`src/rtl/upuart_tx_arb_pkg.sv`:
```
// Shared types and helpers for the UART transmit arbiter and its round-robin picker.
package upuart_arb_pkg;

    typedef enum logic [1:0] {
        IDLE,
        SEND,
        WAIT_BUSY,
        WAIT_DONE
    } arb_state_t;

    localparam int BUSY_WAIT_MAX = 4;

    // Index width for an N-way rotate-priority pick; never narrower than one bit.
    function automatic int idx_width(input int n);
        return (n > 1) ? $clog2(n) : 1;
    endfunction

endpackage

```
`src/rtl/upuart_rr_pick.sv`:
```
// Combinational round-robin pick: first set bit of valid searching upward from ptr+1 with wrap.
module upuart_rr_pick
    import upuart_arb_pkg::*;
#(
    parameter int N = 4
) (
    input  logic [N-1:0]              valid,
    input  logic [idx_width(N)-1:0]   ptr,
    output logic                      found,
    output logic [idx_width(N)-1:0]   idx
);

    localparam int IW = idx_width(N);

    logic [IW-1:0] cand [N];
    logic [N-1:0]  rot;

    // cand[gi] is the requester sitting gi+1 places after the pointer.
    for (genvar gi = 0; gi < N; gi++) begin : g_rot
        logic [IW:0] sum;
        assign sum       = {1'b0, ptr} + (IW+1)'(gi + 1);
        assign cand[gi]  = (sum >= (IW+1)'(N)) ? IW'(sum - (IW+1)'(N)) : sum[IW-1:0];
        assign rot[gi]   = valid[cand[gi]];
    end

    always_comb begin
        found = 1'b0;
        idx   = ptr;
        for (int k = N - 1; k >= 0; k--) begin
            if (rot[k]) begin
                found = 1'b1;
                idx   = cand[k];
            end
        end
    end

endmodule

```
`src/rtl/upuart_tx_arb.sv`:
```
// Packet-locking round-robin arbiter feeding one UART TX core from NREQ byte streams.
module upuart_tx_arb
    import upuart_arb_pkg::*;
#(
    parameter int NREQ     = 4,
    parameter int LOCK_TMO = 1024
) (
    input  logic                         clk,
    input  logic                         rst,
    input  logic                         enable,
    input  logic [NREQ-1:0]              req_valid,
    input  logic [8*NREQ-1:0]            req_data,
    input  logic [NREQ-1:0]              req_last,
    output logic [NREQ-1:0]              req_ready,
    output logic [7:0]                   tx_data,
    output logic                         tx_wr,
    input  logic                         tx_busy,
    input  logic                         tx_cts,
    output logic                         grant_vld,
    output logic [idx_width(NREQ)-1:0]   grant_id,
    output logic                         tmo_pulse
);

    localparam int IW = idx_width(NREQ);
    localparam int TW = $clog2(LOCK_TMO + 1);
    localparam int BW = $clog2(BUSY_WAIT_MAX + 1);

    arb_state_t     state;
    logic [IW-1:0]  rr_ptr;
    logic           last_reg;
    logic [TW-1:0]  tmo_cnt;
    logic [BW-1:0]  busy_cnt;

    logic           pick_found;
    logic [IW-1:0]  pick_idx;
    logic           send_ok;
    logic           handshake;
    logic [7:0]     data_arr [NREQ];

    upuart_rr_pick #(.N(NREQ)) u_pick (
        .valid (req_valid),
        .ptr   (rr_ptr),
        .found (pick_found),
        .idx   (pick_idx)
    );

    assign send_ok   = tx_cts && !tx_busy;
    assign handshake = (state == SEND) && req_valid[grant_id] && send_ok;

    for (genvar gi = 0; gi < NREQ; gi++) begin : g_req
        assign data_arr[gi]  = req_data[8*gi +: 8];
        assign req_ready[gi] = (state == SEND) && (grant_id == IW'(gi)) && send_ok;
    end

    always_ff @(posedge clk or posedge rst) begin
        if (rst) begin
            state     <= IDLE;
            rr_ptr    <= IW'(NREQ - 1);
            last_reg  <= 1'b0;
            tmo_cnt   <= '0;
            busy_cnt  <= '0;
            grant_vld <= 1'b0;
            grant_id  <= '0;
            tx_data   <= '0;
            tx_wr     <= 1'b0;
            tmo_pulse <= 1'b0;
        end else begin
            tx_wr     <= 1'b0;
            tmo_pulse <= 1'b0;
            case (state)
                IDLE: begin
                    if (enable && pick_found) begin
                        grant_id  <= pick_idx;
                        grant_vld <= 1'b1;
                        tmo_cnt   <= '0;
                        state     <= SEND;
                    end
                end
                SEND: begin
                    if (handshake) begin
                        tx_data  <= data_arr[grant_id];
                        tx_wr    <= 1'b1;
                        last_reg <= req_last[grant_id];
                        tmo_cnt  <= '0;
                        busy_cnt <= '0;
                        state    <= WAIT_BUSY;
                    end else if (tx_cts) begin
                        // A CTS stall freezes the timeout; only an idle requester can lose the lock.
                        if (tmo_cnt == TW'(LOCK_TMO - 1)) begin
                            tmo_pulse <= 1'b1;
                            rr_ptr    <= grant_id;
                            grant_vld <= 1'b0;
                            state     <= IDLE;
                        end else if (tmo_cnt != '1) begin
                            tmo_cnt <= tmo_cnt + TW'(1);
                        end
                    end
                end
                WAIT_BUSY: begin
                    // A core that never raises busy is assumed to have taken the byte.
                    if (tx_busy || busy_cnt == BW'(BUSY_WAIT_MAX - 1)) begin
                        state <= WAIT_DONE;
                    end else begin
                        busy_cnt <= busy_cnt + BW'(1);
                    end
                end
                WAIT_DONE: begin
                    if (!tx_busy) begin
                        if (last_reg) begin
                            rr_ptr    <= grant_id;
                            grant_vld <= 1'b0;
                            state     <= IDLE;
                        end else begin
                            tmo_cnt <= '0;
                            state   <= SEND;
                        end
                    end
                end
                default: state <= IDLE;
            endcase
        end
    end

endmodule

```
`config.mk`:
```
export PLATFORM = sky130hd
export DESIGN_NAME = upuart_tx_arb
export DESIGN_NICKNAME = d
export VERILOG_FILES = /design/src/rtl/upuart_tx_arb_pkg.sv /design/src/rtl/upuart_rr_pick.sv /design/src/rtl/upuart_tx_arb.sv
export SDC_FILE = /design/constraint.sdc
export NUM_CORES = 1
export LEC_CHECK = 0
export BUFFER_PORTS_ARGS = -buffer_cell sky130_fd_sc_hd__clkbuf_2
export CAP_MARGIN = 0
export CORE_MARGIN = 1.5
export CORE_UTILIZATION = 54
export DETAILED_ROUTE_END_ITERATION = 6
export PLACE_DENSITY = 0.87
export SLEW_MARGIN = 20
export SYNTH_ARGS = -nofsm -noshare
export SYNTH_HDL_FRONTEND = slang
export SYNTH_SLANG_ARGS = --single-unit
```
`constraint.sdc`:
```
create_clock -name clk -period 5.5 [get_ports clk]
set_input_delay 1.1 -clock clk [delete_from_list [all_inputs] [get_ports clk]]
set_output_delay 1.1 -clock clk [all_outputs]
set_load 0.01 [all_outputs]
```
==> metrics.md <==
| Metric | Value |
|---|---|
| Yosys reg bits | `32` |
| Routability congestion estimate | `0.8251` |
| Vias in the first global route | `1589` |
| Antenna violations before repair | `0` |
| # resized after CTS | `0` |
| Period utilisation layout | `55.15%` |
| Routed len/inst | `13.96 um` |
| FMAX | `329.7 MHz` |
| Die W | `62.21 um` |
| DR pass1 iterations | `4` |
| Setup bufs post-CTS | `0` |
| Max Cap Viol | `0` |
| Vias | `1637` |
| CP Launch Point | `tx_busy` |
| Arr. time, crit path | `1930 ps` |
| Post-Route WL | `3964 um` |
| Critical Path RT | `4400 ps` |
| Port bufs | `61` |
| Critical path cell sequence | `clkbuf_2, and4bb_2, nor3b_1, clkbuf_2` |
| Gate power share | `41.9%` |
| Total CTS buffers | `5` |
| First-pass GRT wire length | `6720 um` |
| Max stage delay on crit path | `370 ps` |
| Critical path endpoint category | `output pin` |
| Peak VDD IR | `0.2608 mV` |
| Syn Inst Count | `178` |
| Post-synth cell types | `46` |
| Ys flop type | `dfrtp_1` |
| Cell mode on critical path | `clkbuf_2` |
| Critical R2R Capture | `tmo_cnt[5]` |
| Clock latency at the later pin of the worst-skew pair | `330 ps` |
| Critical Path Fanout Max | `6` |
| Hold_buf cts | `0` |
| Final Hold Vio Count | `0` |
| Hold Path Cell Cnt | `1` |
| Startpoint Class | `primary input` |
| Max reg flops | `11` |
| Core Area | `0.003337 mm2` |
| Least-Margin Pin Slew | `814.3 ps` |
| Synth Cell Area | `0.001893 mm2` |
| Worst hold path type | `flip-flop to flip-flop` |
| Clk pin slew, worst setup/hold paths | `100 ps` |
| CTS tree | `done` |
| P per Cell Area | `408.1 mW/mm2` |
| Top Registers | `tmo_cnt: 11 flops, tx_data: 8 flops, busy_cnt: 3 flops` |
| YS warnings | `0` |
| CP bufs+invs | `2` |
| Iteration-0 DRC count of the detailed router | `84` |
| IO Count | `62` |
| Crit path kind | `primary input to output pin` |
| Clock power share | `13.2%` |
| Post-layout minimum cycle time | `3033 ps` |
| Crit path max-delay family | `simple AND/OR/NAND/NOR gates` |
| Avg Vias per Cell | `5.764` |
| Pwr Total | `0.0009212 W` |
| Synth-to-layout area growth | `19.23%` |
| Setup_tns | `0 ps` |
| Final net count | `286` |
| Antenna Violating Nets Remaining | `0` |
| Site Rows | `21` |
| Unrepaired setup endpoints after global routing | `no` |
| Post-DP HPWL | `3029 um` |
| Tot GR Track Use | `21.77%` |
| Grt total ovfl | `0` |
| Setup Viol. Count Final | `0` |
| Mean Syn Cell Area | `10.64 um2` |
| Clk buf depth | `2` |
| Die area | `0.003870 mm2` |
| Ys async rst share | `100.0%` |
| Hold Path Origin | `tx_data[6]` |
| Leak | `1.056 nW` |
| Fillers | `268` |
| Syn nets | `226` |
| Starting density of the core | `56.73%` |
| Number of synthesized flops with an enable pin | `0` |
| Status | `finished, final reports clean` |
| ANT cells | `0` |
| Worst slew margin | `45.39%` |
| Sequential area share after synthesis | `42.43%` |
| Share of layout cells above drive strength 1 | `36.55%` |
| R2r startpoint | `grant_id[0]` |
| Flop-to-flop setup slack | `2980 ps` |
| Root Driver | `clkbuf_4` |
| DRC viols | `0` |
| Switching Share | `39.35%` |
| Hold Path Sink | `tx_data[6]` |
| DIE HEIGHT | `62.21 um` |
| Largest net degree at the start of global routing | `33` |
| Switching power | `0.0003625 W` |
| Largest reg by FF count | `tmo_cnt` |
| Slew Limit Fails | `0` |
| Clk sink count | `32` |
| FF-to-FF path depth | `6` |
| Slowest cell on the critical path | `and4bb_2` |
| H-tree Lvls | `2` |
| Internal power | `0.0005587 W` |
| Setup Skew | `9.585 ps` |
| Flop pwr share | `44.9%` |
==> cells in the mapped netlist, types with 4 or more instances <==
library cell | instances | area [um2]
a21oi_1 | 11 | 55.05
a31oi_1 | 4 | 25.02
dfrtp_1 | 30 | 750.7
inv_1 | 9 | 33.78
mux2_1 | 11 | 123.9
mux4_2 | 10 | 225.2
nand2_1 | 9 | 33.78
nand3_1 | 9 | 45.04
nor2_1 | 12 | 45.04
o21ai_0 | 10 | 50.05
o21ai_1 | 6 | 30.03
==> per-layer routing <==
metal	vias to the layer above	share of wire [%]	global-route usage [%]
met3	12	5.0	5.978
met4	0	2.4	8.611
met5	-	0	0
met1	780	41	25.89
met2	54	52	37.64
li1	791	-	-
==> power groups by stage <==
| stage | registers (W) | clock network (W) | logic [W] |
|---|---|---|---|
| floorplan | 0.000375 | 0 | 0.000321 |
| global placement | 0.000413 | 0 | 0.000377 |
| detailed placement | 0.000418 | 0 | 0.000388 |
| CTS | 0.000414 | 0.000126 | 0.000389 |
| global route | 0.000429 | 0.000134 | 0.000427 |
| finish | 0.000414 | 0.000122 | 0.000386 |
==> stage by stage <==
stage                     utilization [%]  setup WS, ps  std cells  hold WS (ps)  instance area [um2]
after detailed placement            66.25          2464        277         473.5                 2211
final                               67.64          2467        284         492.2                 2257
after global placement              66.25          2481        277         466.8                 2211
after global routing                67.64          2357        284         507.4                 2257
after CTS                           67.64          2462        284         496.1                 2257
after floorplan                         -          2646        178         448.9                 1893
==> area by class of cell <==
type                       instances  area (um2)  area share [%]
tap                               46       57.56           2.550
multi-input combinational        127       999.7           44.29
inverter                          10       37.54           1.663
clock buffer                       6       41.29           1.829
sequential                        32       803.3           35.59
timing repair buffer              62       312.8           13.86
clock inverter                     1       5.005          0.2217
==> logic make-up after synthesis <==
kind of cell               Yosys count  synth area share, %
buffers and inverters               19                4.758
and+or+nand+nor                     55                16.72
muxes                               22                19.04
DFF                                 32                42.43
adders and majority gates            3                1.983
AOI/OAI and AO/OA                   47                15.07
==> worst reg2reg max path: cells and delay by family, from the launching register on <==
kind	cells	cell delay [ps]
flops	1	860
mux	1	620
simple gates	3	570
compound gates	1	220
buf+inv	1	180
==> cell usage in the layout (no fill, tap or decap), drive strengths merged, types with 3 or more instances in the layout <==
master   n
a21oi   11
a31oi    4
a41oi    3
and3     3
clkbuf  67
dfrtp   30
ha       3
inv     10
mux2    12
mux4    10
nand2    9
nand2b   3
nand3    9
nor2    13
o21ai   16
o22ai    3
==> how the worst max path moves through the flow <==
stage | to | depth (start not counted)
floorplan | req_ready[0] | 2
finish | req_ready[0] | 4
global route | req_ready[0] | 4
CTS | req_ready[0] | 4
detailed placement | req_ready[0] | 4
global placement | req_ready[0] | 4
Power figures use the tool's default switching activity.
